==> src/rtl/vdp_vram_pkg.sv <==
// rtl/vdp_vram_pkg.sv - shared types and constants for the VRAM access arbiter
// Purpose: owner tag enum carried through the read-return tag FIFO, slot width
//          and tag FIFO depth shared by the arbiter top and its sub-module.
// Ports:   none (package).
package vdp_vram_pkg;

  typedef enum logic [1:0] {
    OWNER_SCREEN  = 2'd0,
    OWNER_SPRITE  = 2'd1,
    OWNER_CPU     = 2'd2,
    OWNER_COMMAND = 2'd3
  } owner_t;

  // One grant opportunity every 2**SLOT_BITS clocks.
  localparam int SLOT_BITS      = 3;
  localparam int TAG_FIFO_DEPTH = 4;
  localparam int TAG_PTR_W      = $clog2(TAG_FIFO_DEPTH);

endpackage

==> src/rtl/vdp_vram_access_arbiter_if.sv <==
// rtl/vdp_vram_access_arbiter_if.sv - VRAM-side bus between arbiter and memory
// Purpose: bundles the registered grant bus and the read-return path.
// Ports:   master = arbiter (drives address/valid/write/wdata, receives rdata/rdata_en)
//          slave  = memory controller (the reverse).
interface vdp_vram_access_arbiter_if;

  logic [16:0] vram_address;
  logic        vram_valid;
  logic        vram_write;
  logic [7:0]  vram_wdata;
  logic [31:0] vram_rdata;
  logic        vram_rdata_en;

  modport master (
    output vram_address, vram_valid, vram_write, vram_wdata,
    input  vram_rdata, vram_rdata_en
  );

  modport slave (
    input  vram_address, vram_valid, vram_write, vram_wdata,
    output vram_rdata, vram_rdata_en
  );

endinterface

==> src/rtl/vdp_vram_tag_fifo.sv <==
// rtl/vdp_vram_tag_fifo.sv - in-order owner tag FIFO for outstanding VRAM reads
// Purpose: remembers who issued each granted read so returning data can be
//          steered to the right requester.
// Ports:   clk, reset_n (async active-low); push/push_tag enqueue; pop dequeues;
//          head_tag is the oldest tag; full/empty status.
//          Pop on empty is ignored; push on full is accepted only with a pop.
module vdp_vram_tag_fifo
  import vdp_vram_pkg::*;
(
  input  logic   clk,
  input  logic   reset_n,
  input  logic   push,
  input  owner_t push_tag,
  input  logic   pop,
  output owner_t head_tag,
  output logic   full,
  output logic   empty
);

  logic [TAG_PTR_W-1:0] wr_ptr_q, wr_ptr_d;
  logic [TAG_PTR_W-1:0] rd_ptr_q, rd_ptr_d;
  logic [TAG_PTR_W:0]   count_q, count_d;
  owner_t               mem_q [TAG_FIFO_DEPTH];
  owner_t               mem_d [TAG_FIFO_DEPTH];
  logic                 do_push, do_pop;

  assign full     = (count_q == (TAG_PTR_W+1)'(TAG_FIFO_DEPTH));
  assign empty    = (count_q == '0);
  assign do_pop   = pop && !empty;
  assign do_push  = push && (!full || do_pop);
  assign head_tag = mem_q[rd_ptr_q];

  always_comb begin
    mem_d    = mem_q;
    wr_ptr_d = wr_ptr_q;
    rd_ptr_d = rd_ptr_q;
    count_d  = count_q;
    if (do_push) begin
      mem_d[wr_ptr_q] = push_tag;
      wr_ptr_d        = wr_ptr_q + TAG_PTR_W'(1);
    end
    if (do_pop) begin
      rd_ptr_d = rd_ptr_q + TAG_PTR_W'(1);
    end
    case ({do_push, do_pop})
      2'b10:   count_d = count_q + (TAG_PTR_W+1)'(1);
      2'b01:   count_d = count_q - (TAG_PTR_W+1)'(1);
      default: count_d = count_q;
    endcase
  end

  always_ff @(posedge clk or negedge reset_n) begin
    if (!reset_n) begin
      wr_ptr_q <= '0;
      rd_ptr_q <= '0;
      count_q  <= '0;
    end else begin
      wr_ptr_q <= wr_ptr_d;
      rd_ptr_q <= rd_ptr_d;
      count_q  <= count_d;
    end
  end

  // Tag storage needs no reset: entries are only read behind a valid count.
  always_ff @(posedge clk) begin
    mem_q <= mem_d;
  end

endmodule

==> src/rtl/vdp_vram_access_arbiter.sv <==
// rtl/vdp_vram_access_arbiter.sv - slot-based VRAM arbiter for screen, sprite, CPU and command
// Purpose: one grant per 8-clock slot at the slot boundary, priority
//          screen > sprite > cpu/command; grant registered one cycle later;
//          read data steered back through an in-order owner tag FIFO.
// Ports:   clk, reset_n (async active-low); screen_pos_x/screen_active slot timing;
//          screen_*/sprite_* fire-and-forget reads; cpu_*/command_* held requests
//          acknowledged by a one-cycle *_ready; *_rdata_en read-return strobes;
//          vram (master modport) grant bus and read return; rdata broadcast data.
// Option:  VDP_VRAM_ARB_ROUND_ROBIN_EN alternates cpu/command when both pending;
//          otherwise cpu has fixed priority over command.
module vdp_vram_access_arbiter
  import vdp_vram_pkg::*;
(
  input  logic        clk,
  input  logic        reset_n,
  input  logic [12:0] screen_pos_x,
  input  logic        screen_active,
  input  logic [16:0] screen_address,
  input  logic        screen_valid,
  output logic        screen_rdata_en,
  input  logic [16:0] sprite_address,
  input  logic        sprite_valid,
  output logic        sprite_rdata_en,
  input  logic [16:0] cpu_address,
  input  logic        cpu_valid,
  input  logic        cpu_write,
  input  logic [7:0]  cpu_wdata,
  output logic        cpu_ready,
  output logic        cpu_rdata_en,
  input  logic [16:0] command_address,
  input  logic        command_valid,
  input  logic        command_write,
  input  logic [7:0]  command_wdata,
  output logic        command_ready,
  output logic        command_rdata_en,
  vdp_vram_access_arbiter_if.master vram,
  output logic [31:0] rdata
);

  logic        slot_boundary, fifo_full, fifo_empty, tag_pop, tag_push, cpu_first;
  owner_t      head_tag;
  logic        grant;
  owner_t      grant_owner;
  logic [16:0] grant_address;
  logic        grant_write;
  logic [7:0]  grant_wdata;

  logic        vram_valid_q, vram_valid_d;
  logic [16:0] vram_address_q, vram_address_d;
  logic        vram_write_q, vram_write_d;
  logic [7:0]  vram_wdata_q, vram_wdata_d;
  logic        cpu_ready_q, cpu_ready_d;
  logic        command_ready_q, command_ready_d;

  // Only the slot phase of the beam position matters here.
  logic        unused_pos_hi;
  assign unused_pos_hi = ^screen_pos_x[12:SLOT_BITS];

  assign slot_boundary = (screen_pos_x[SLOT_BITS-1:0] == '0);
  assign tag_pop       = vram.vram_rdata_en && !fifo_empty;

`ifdef VDP_VRAM_ARB_ROUND_ROBIN_EN
  // Set after a cpu grant so command wins the next tie, cleared after a command grant.
  logic rr_cmd_q, rr_cmd_d;

  always_comb begin
    rr_cmd_d = rr_cmd_q;
    if (grant && grant_owner == OWNER_CPU)     rr_cmd_d = 1'b1;
    if (grant && grant_owner == OWNER_COMMAND) rr_cmd_d = 1'b0;
  end

  always_ff @(posedge clk or negedge reset_n) begin
    if (!reset_n) rr_cmd_q <= 1'b0;
    else          rr_cmd_q <= rr_cmd_d;
  end

  assign cpu_first = !rr_cmd_q;
`else
  assign cpu_first = 1'b1;
`endif

  // A pop in the same cycle frees a FIFO entry, so a full FIFO can still grant.
  always_comb begin
    grant         = 1'b0;
    grant_owner   = OWNER_SCREEN;
    grant_address = '0;
    grant_write   = 1'b0;
    grant_wdata   = '0;
    if (slot_boundary && (!fifo_full || tag_pop)) begin
      if (screen_valid && screen_active) begin
        grant         = 1'b1;
        grant_owner   = OWNER_SCREEN;
        grant_address = screen_address;
      end else if (sprite_valid) begin
        grant         = 1'b1;
        grant_owner   = OWNER_SPRITE;
        grant_address = sprite_address;
      end else if (cpu_valid && (cpu_first || !command_valid)) begin
        grant         = 1'b1;
        grant_owner   = OWNER_CPU;
        grant_address = cpu_address;
        grant_write   = cpu_write;
        grant_wdata   = cpu_wdata;
      end else if (command_valid) begin
        grant         = 1'b1;
        grant_owner   = OWNER_COMMAND;
        grant_address = command_address;
        grant_write   = command_write;
        grant_wdata   = command_wdata;
      end
    end
  end

  assign tag_push = grant && !grant_write;

  always_comb begin
    vram_valid_d    = grant;
    vram_address_d  = grant_address;
    vram_write_d    = grant_write;
    vram_wdata_d    = grant_wdata;
    cpu_ready_d     = grant && (grant_owner == OWNER_CPU);
    command_ready_d = grant && (grant_owner == OWNER_COMMAND);
  end

  always_ff @(posedge clk or negedge reset_n) begin
    if (!reset_n) begin
      vram_valid_q    <= 1'b0;
      vram_address_q  <= '0;
      vram_write_q    <= 1'b0;
      vram_wdata_q    <= '0;
      cpu_ready_q     <= 1'b0;
      command_ready_q <= 1'b0;
    end else begin
      vram_valid_q    <= vram_valid_d;
      vram_address_q  <= vram_address_d;
      vram_write_q    <= vram_write_d;
      vram_wdata_q    <= vram_wdata_d;
      cpu_ready_q     <= cpu_ready_d;
      command_ready_q <= command_ready_d;
    end
  end

  vdp_vram_tag_fifo u_tag_fifo (
    .clk      (clk),
    .reset_n  (reset_n),
    .push     (tag_push),
    .push_tag (grant_owner),
    .pop      (tag_pop),
    .head_tag (head_tag),
    .full     (fifo_full),
    .empty    (fifo_empty)
  );

  assign vram.vram_valid   = vram_valid_q;
  assign vram.vram_address = vram_address_q;
  assign vram.vram_write   = vram_write_q;
  assign vram.vram_wdata   = vram_wdata_q;
  assign cpu_ready         = cpu_ready_q;
  assign command_ready     = command_ready_q;

  // Read return is routed combinationally; rdata stays 0 when nothing is returned.
  assign screen_rdata_en  = tag_pop && (head_tag == OWNER_SCREEN);
  assign sprite_rdata_en  = tag_pop && (head_tag == OWNER_SPRITE);
  assign cpu_rdata_en     = tag_pop && (head_tag == OWNER_CPU);
  assign command_rdata_en = tag_pop && (head_tag == OWNER_COMMAND);
  assign rdata            = tag_pop ? vram.vram_rdata : '0;

endmodule

==> src/flat_wrapper.sv <==
// flat-port wrapper written by rule: the top's interface ports become plain ports
module vdp_vram_access_arbiter_flat import vdp_vram_pkg::*;
  (clk, reset_n, screen_pos_x, screen_active, screen_address, screen_valid, screen_rdata_en, sprite_address, sprite_valid, sprite_rdata_en, cpu_address, cpu_valid, cpu_write, cpu_wdata, cpu_ready, cpu_rdata_en, command_address, command_valid, command_write, command_wdata, command_ready, command_rdata_en, rdata, vram_vram_address, vram_vram_valid, vram_vram_write, vram_vram_wdata, vram_vram_rdata, vram_vram_rdata_en);
  vdp_vram_access_arbiter_if vram_i ();
  input  logic clk;
  input  logic reset_n;
  input  logic [12:0] screen_pos_x;
  input  logic screen_active;
  input  logic [16:0] screen_address;
  input  logic screen_valid;
  output logic screen_rdata_en;
  input  logic [16:0] sprite_address;
  input  logic sprite_valid;
  output logic sprite_rdata_en;
  input  logic [16:0] cpu_address;
  input  logic cpu_valid;
  input  logic cpu_write;
  input  logic [7:0] cpu_wdata;
  output logic cpu_ready;
  output logic cpu_rdata_en;
  input  logic [16:0] command_address;
  input  logic command_valid;
  input  logic command_write;
  input  logic [7:0] command_wdata;
  output logic command_ready;
  output logic command_rdata_en;
  output logic [31:0] rdata;
  output wire logic [$bits(vram_i.vram_address)-1:0] vram_vram_address;
  output wire logic [$bits(vram_i.vram_valid)-1:0] vram_vram_valid;
  output wire logic [$bits(vram_i.vram_write)-1:0] vram_vram_write;
  output wire logic [$bits(vram_i.vram_wdata)-1:0] vram_vram_wdata;
  input wire logic [$bits(vram_i.vram_rdata)-1:0] vram_vram_rdata;
  input wire logic [$bits(vram_i.vram_rdata_en)-1:0] vram_vram_rdata_en;
  assign vram_vram_address = vram_i.vram_address;
  assign vram_vram_valid = vram_i.vram_valid;
  assign vram_vram_write = vram_i.vram_write;
  assign vram_vram_wdata = vram_i.vram_wdata;
  assign vram_i.vram_rdata = vram_vram_rdata;
  assign vram_i.vram_rdata_en = vram_vram_rdata_en;
  vdp_vram_access_arbiter u_core (.clk(clk), .reset_n(reset_n), .screen_pos_x(screen_pos_x), .screen_active(screen_active), .screen_address(screen_address), .screen_valid(screen_valid), .screen_rdata_en(screen_rdata_en), .sprite_address(sprite_address), .sprite_valid(sprite_valid), .sprite_rdata_en(sprite_rdata_en), .cpu_address(cpu_address), .cpu_valid(cpu_valid), .cpu_write(cpu_write), .cpu_wdata(cpu_wdata), .cpu_ready(cpu_ready), .cpu_rdata_en(cpu_rdata_en), .command_address(command_address), .command_valid(command_valid), .command_write(command_write), .command_wdata(command_wdata), .command_ready(command_ready), .command_rdata_en(command_rdata_en), .vram(vram_i), .rdata(rdata));
endmodule
==> config.mk <==
export PLATFORM = sky130hd
export DESIGN_NAME = vdp_vram_access_arbiter_flat
export DESIGN_NICKNAME = d
export VERILOG_FILES = /design/src/rtl/vdp_vram_pkg.sv /design/src/rtl/vdp_vram_access_arbiter_if.sv /design/src/rtl/vdp_vram_tag_fifo.sv /design/src/rtl/vdp_vram_access_arbiter.sv /design/src/flat_wrapper.sv
export SDC_FILE = /design/constraint.sdc
export NUM_CORES = 1
export LEC_CHECK = 0
export ABC_AREA = 1
export BUFFER_PORTS_ARGS = -buffer_cell sky130_fd_sc_hd__buf_2
export CORE_AREA = 2 2 87 89
export DETAILED_ROUTE_END_ITERATION = 7
export DIE_AREA = 0 0 89 91
export PLACE_DENSITY = 0.77
export RECOVER_POWER = 25
export SYNTH_ARGS = -nofsm -noshare
export SYNTH_HDL_FRONTEND = slang
export SYNTH_SLANG_ARGS = --single-unit
==> constraint.sdc <==
create_clock -name clk -period 2.66 [get_ports clk]
set_input_delay 0.399 -clock clk [delete_from_list [all_inputs] [get_ports clk]]
set_output_delay 0.399 -clock clk [all_outputs]
set_load 0.1 [all_outputs]
Yosys cells after proc, flatten, opt, wreduce, memory -nomap -nowiden
Cells that the tools add are included.
Cells by class
  reductions and logical operators: 22
  multiplexer cells: 33
  add/subtract/negate cells: 4
  equal/unequal tests: 8
  bitwise gates (word level): 2
  order comparisons: 3
Operators by type and width (number)
  $mux W17: 5
  $mux W8: 5
  $mux W32: 1
  $mux W2: 8
  $logic_and A1 B1 Y1: 13
  $eq A2 B2 Y1 const B: 5
  $mux W1: 10
  $bwmux W8: 1
  $ge A3 B3 Y1 const B: 2
  $logic_not A3 Y1: 2
  $not A2 Y3: 2
  $pmux W3 S2: 1
  $add A2 B1 Y2 const B: 2
  $bmux W2 S2: 1
  $demux W2 S2: 1
  $eq A2 B1 Y1 const B: 2
  $add A3 B1 Y3 const B: 1
  $eq A3 B3 Y1 const B: 1
  $logic_not A1 Y1: 3
  $lt A3 B1 Y1 const B: 1
  $sub A3 B1 Y3 const B: 1
  $logic_not A2 Y1: 1
  $logic_or A1 B1 Y1: 2
  $reduce_bool A2 Y1: 1
Word-level totals
  output and inout port bits: 65
  register bits: 44
  input port bits: 139
  word-level logic and storage cells: 85

Depth between registers and ports, before layout
  depth in word-level cells: 11
  gate-level depth with buffers: 12
  gate-level depth less buffers: 11

Modules after synthesis
From an unflattened synthesis, not the netlist that was laid out.
Second synthesis, totals
  cells, all modules: 448
  area total of the unflattened synthesis: 3029.2 µm²
By module, submodules not included
  vdp_vram_access_arbiter: times used 1, sequential area each 725.7 µm², area each 2254.7 µm², cells each 364
  vdp_vram_tag_fifo: times used 1, sequential area each 415.4 µm², area each 774.5 µm², cells each 84

Least setup slack after synthesis
Ideal clock, no wire load.
  kind: reg2out
  start: register u_core.u_tag_fifo.count_q[0]
  end: output rdata[11]
  arrival: 2.186 ns
  stages on the path, launching flop included: 8
  required time: 2.261 ns
  buffers on the path: 1
  slack: 0.075 ns
  cell sequence: dfrtp_1 inv_2 nand2_1 nor2_1 nor2_4 inv_2 buf_4 nor2_1
Between the ends
  cells in the longest elaborated chain, start to end: 4
RTL lines
  start, declared: RTL line vdp_vram_tag_fifo.sv:22  | logic [TAG_PTR_W:0] count_q, count_d;
  start signal, assigned: RTL line vdp_vram_tag_fifo.sv:60  | count_q <= count_d;
  $logic_not A3 Y1: RTL line vdp_vram_tag_fifo.sv:28  | assign empty = (count_q == '0);
  $logic_not A1 Y1: RTL line vdp_vram_access_arbiter.sv:60  | assign tag_pop = vram.vram_rdata_en && !fifo_empty;
  $logic_and A1 B1 Y1: RTL line vdp_vram_access_arbiter.sv:60
  $mux W32: RTL line vdp_vram_access_arbiter.sv:166  | assign rdata = tag_pop ? vram.vram_rdata : '0;
  end, declared: RTL line flat_wrapper.sv:27  | output logic [31:0] rdata;
Every way passes these cells.

Final worst setup path
  start: register u_core.u_tag_fifo.count_q[0]
  end: output rdata[1]
Same word-level chain as after synthesis.

==> impl_metrics.json <==
{
  "r2r_start": "u_core.u_tag_fifo.count_q[0]$_DFFE_PN0P_",
  "ant_nets": 0,
  "drtIter0Drc": 66,
  "chipWidth_um": 89,
  "tightest_slew_ns": 1.99,
  "antenna_found_initial": 0,
  "start_util_pct": 39.6,
  "violations": "max-capacitance violations, max-slew violations",
  "pre_cts_ws_ns": 0.266,
  "crit_start": "u_core.u_tag_fifo.count_q[0]$_DFFE_PN0P_",
  "synth_common_cells": "nand2_1 (58), nor2_1 (54), inv_1 (44)",
  "max_freq_mhz": 428,
  "yosysWarnings": 0,
  "clock_skew_ns": 0.00609,
  "drcViolationCount": 0,
  "crit_fanout": 32,
  "netlist_instances": 352,
  "synth_edf_count": 8,
  "yosysTopAreaCell": "dfrtp_1",
  "r2r_slack_ns": 0.50,
  "multi_input_area_um2": 1360,
  "cts_hold_buf": 0,
  "coreArea_um2": 7140,
  "clkTransAtPathRegs_ns": 0.08,
  "io_pins": 204,
  "async_reset_ff_share_pct": 81.8,
  "wirelength_mm": 7.67,
  "fin_util_pct": 54.6,
  "fillers": 699,
  "die_h_um": 91,
  "yosysSeqAreaShare_pct": 40.4,
  "worstReg2RegEnd": "u_core.u_tag_fifo.count_q[2]$_DFFE_PN0P_",
  "worstPathRequired_ns": 2.26,
  "placed_area_um2": 3810,
  "ys_top_cells_by_area": "dfrtp_1 (32%), edfxtp_1 (8.5%), nand2_1 (7.7%)",
  "drive_above_1_share_pct": 48.2,
  "status": "complete, but fails checks",
  "grtUsageTotal_pct": 18.4,
  "synth_top_area_share_pct": 31.9,
  "avgSynthCellArea_um2": 8.03,
  "drtPass1Iterations": 4,
  "syn-num-nets": 497,
  "grt_pass1_vias": 2752,
  "tritoncts": "built",
  "crit_arrival_ns": 1.94,
  "synth.ff_latch_count": 44,
  "num_antenna_cells": 0,
  "r2r_cells": 11,
  "hold_viol": 0,
  "num_vias": 2902,
  "seqCellArea_um2": 1140,
  "finalWorstSetupSlack_ns": 0.326,
  "viasPerCell": 4.55,
  "cts_buffer_depth": 2,
  "vdd_ir_drop_max_mv": 0.276,
  "cts.repair.resized": 0,
  "die-area_um2": 8100,
  "maxCapViolCount": 1,
  "numCtsBuffers": 5,
  "layout_min_cycle_time_ns": 2.33,
  "start_kind": "flip-flop",
  "setup_viol": 0,
  "drv_slew": 37,
  "p_leak_nw": 2.22,
  "cts-root-buf": "clkbuf_8",
  "period_share_pct": 87.8,
  "area_growth_pct": 37.8,
  "yosys.cell_count.top_type": "nand2_1",
  "relSlewSlack_pct": -32.7,
  "p_per_area_nw_per_um2": 729,
  "rows": 31,
  "gr-total-overflow": 0,
  "insertion_delay_ns": 0.30,
  "clock-sinks": 44,
  "htreeDepth": 2,
  "grt_pass1_wl_mm": 11.7,
  "fin_setup_tns_ns": 0,
  "synthDistinctLibCells": 32,
  "hp-class": "in2reg",
  "finalInstanceArea_um2": 3900,
  "grt_max_degree": 37,
  "nNetsFinal": 683,
  "post_drt_wl_per_cell_um": 12.0,
  "placedCellCount": 630,
  "rsz0062_at_grt": "no",
  "critPathCapture": "rdata[1]",
  "dpl.hpwl_mm": 6.15,
  "io_buffer_count": 193,
  "crit_type": "reg2out",
  "end_kind": "output pin",
  "routabilityCongestion": 0.818,
  "layoutNonFillerInstCount": 638,
  "syn_area_um2": 2830,
  "post_cts_buffers": 0,
  "synthFlopType": "dfrtp_1"
}
layout by cell type, fill, tap and decap left out:
cell type	count
buf_2	192
nand2_1	58
nor2_1	54
inv_1	45
dfrtp_1	36
nor3_2	17
or2_2	16
or2_0	15
a21oi_1	11
o21ai_0	10
o21ai_1	9
a21oi_2	9
inv_2	8
a22oi_1	8
edfxtp_1	8
nand3_1	7
clkbuf_8	6
ha_1	5
nor2_4	3
or2_1	3
clkbuf_1	3
nor2_2	2
nand2_4	2
xor2_1	2
xnor2_1	2
nand4_1	2
buf_4	2
inv_4	1
nor2_8	1
nand3_2	1
fa_1	1
area by class of cell:
type | count | share of cell area, %
Inverter | 54 | 5.27
Sequential cell | 44 | 29.3
Timing Repair Buffer | 195 | 25.1
Tap cell | 99 | 3.18
Clock buffer | 8 | 2.31
Multi-Input combinational cell | 238 | 34.8
layer usage:
layer | vias up | track usage [%] | routed length (µm)
li1 | 1453 | - | -
met1 | 1274 | 18.4 | 2730
met2 | 162 | 35.5 | 3990
met3 | 13 | 4.73 | 786
met4 | 0 | 5.97 | 165
met5 | - | 0 | 0
how the worst min path moves through the flow:
stage	slack, ns	to	depth (start not counted)	startpoint
2_1_floorplan	0.10	u_core.command_ready$_DFF_PN0_	0	reset_n
3_3_place_gp	0.48	u_core.u_tag_fifo.count_q[0]$_DFFE_PN0P_	1	u_core.u_tag_fifo.count_q[0]$_DFFE_PN0P_
3_5_place_dp	0.49	u_core.u_tag_fifo.count_q[0]$_DFFE_PN0P_	1	u_core.u_tag_fifo.count_q[0]$_DFFE_PN0P_
4_1_cts	0.24	u_core.vram.vram_address[5]$_DFF_PN0_	1	reset_n
5_1_grt	0.34	u_core.vram.vram_wdata[0]$_DFF_PN0_	3	command_wdata[0]
6_report	0.35	u_core.vram.vram_wdata[0]$_DFF_PN0_	3	command_wdata[0]
per-stage QoR:
stage               total power [mW]  hold WS [ns]
floorplan                       2.16         0.103
global placement                2.41         0.482
detailed placement              2.44         0.485
CTS                             2.87         0.237
global route                    3.01         0.336
finish                          2.84         0.346
cells by family (layout without fill, tap and decap cells):
logic type,count (synthesis),count (layout),synth area share [%]
DFF,44,44,40.4
adders and majority gates,6,6,2.92
and+or+nand+nor,181,181,33.6
xor gates and xnor gates,4,4,1.24
AOI/OAI and AO/OA,47,47,10.2
buffers and inverters,70,257,11.6
registers in the layout, indices dropped and copies added (netlist names):
signal                      flops
u_core.command_ready            1
u_core.u_tag_fifo.rd_ptr_q      2
u_core.u_tag_fifo.mem_q         8
u_core.u_tag_fifo.count_q       3
u_core.vram.vram_valid          1
u_core.vram.vram_address       17
u_core.cpu_ready                1
u_core.vram.vram_write          1
u_core.u_tag_fifo.wr_ptr_q      2
u_core.vram.vram_wdata          8
worst max-delay path: stages (launching register included):
cell and delay [ns]:
dfrtp_1 0.37, inv_1 0.07, nand2_1 0.10, nor2_1 0.07, nor2_4 0.18, inv_2 0.23, nor2_1 0.16, buf_2 0.45
where the power goes:
part	internal (mW)	leakage, nW	switching (mW)
combinational	0.324	1.62	1.26
sequential	0.761	0.558	0.0594
clock	0.212	0.0455	0.219
No activity file was read; power rests on OpenSTA's default activity.
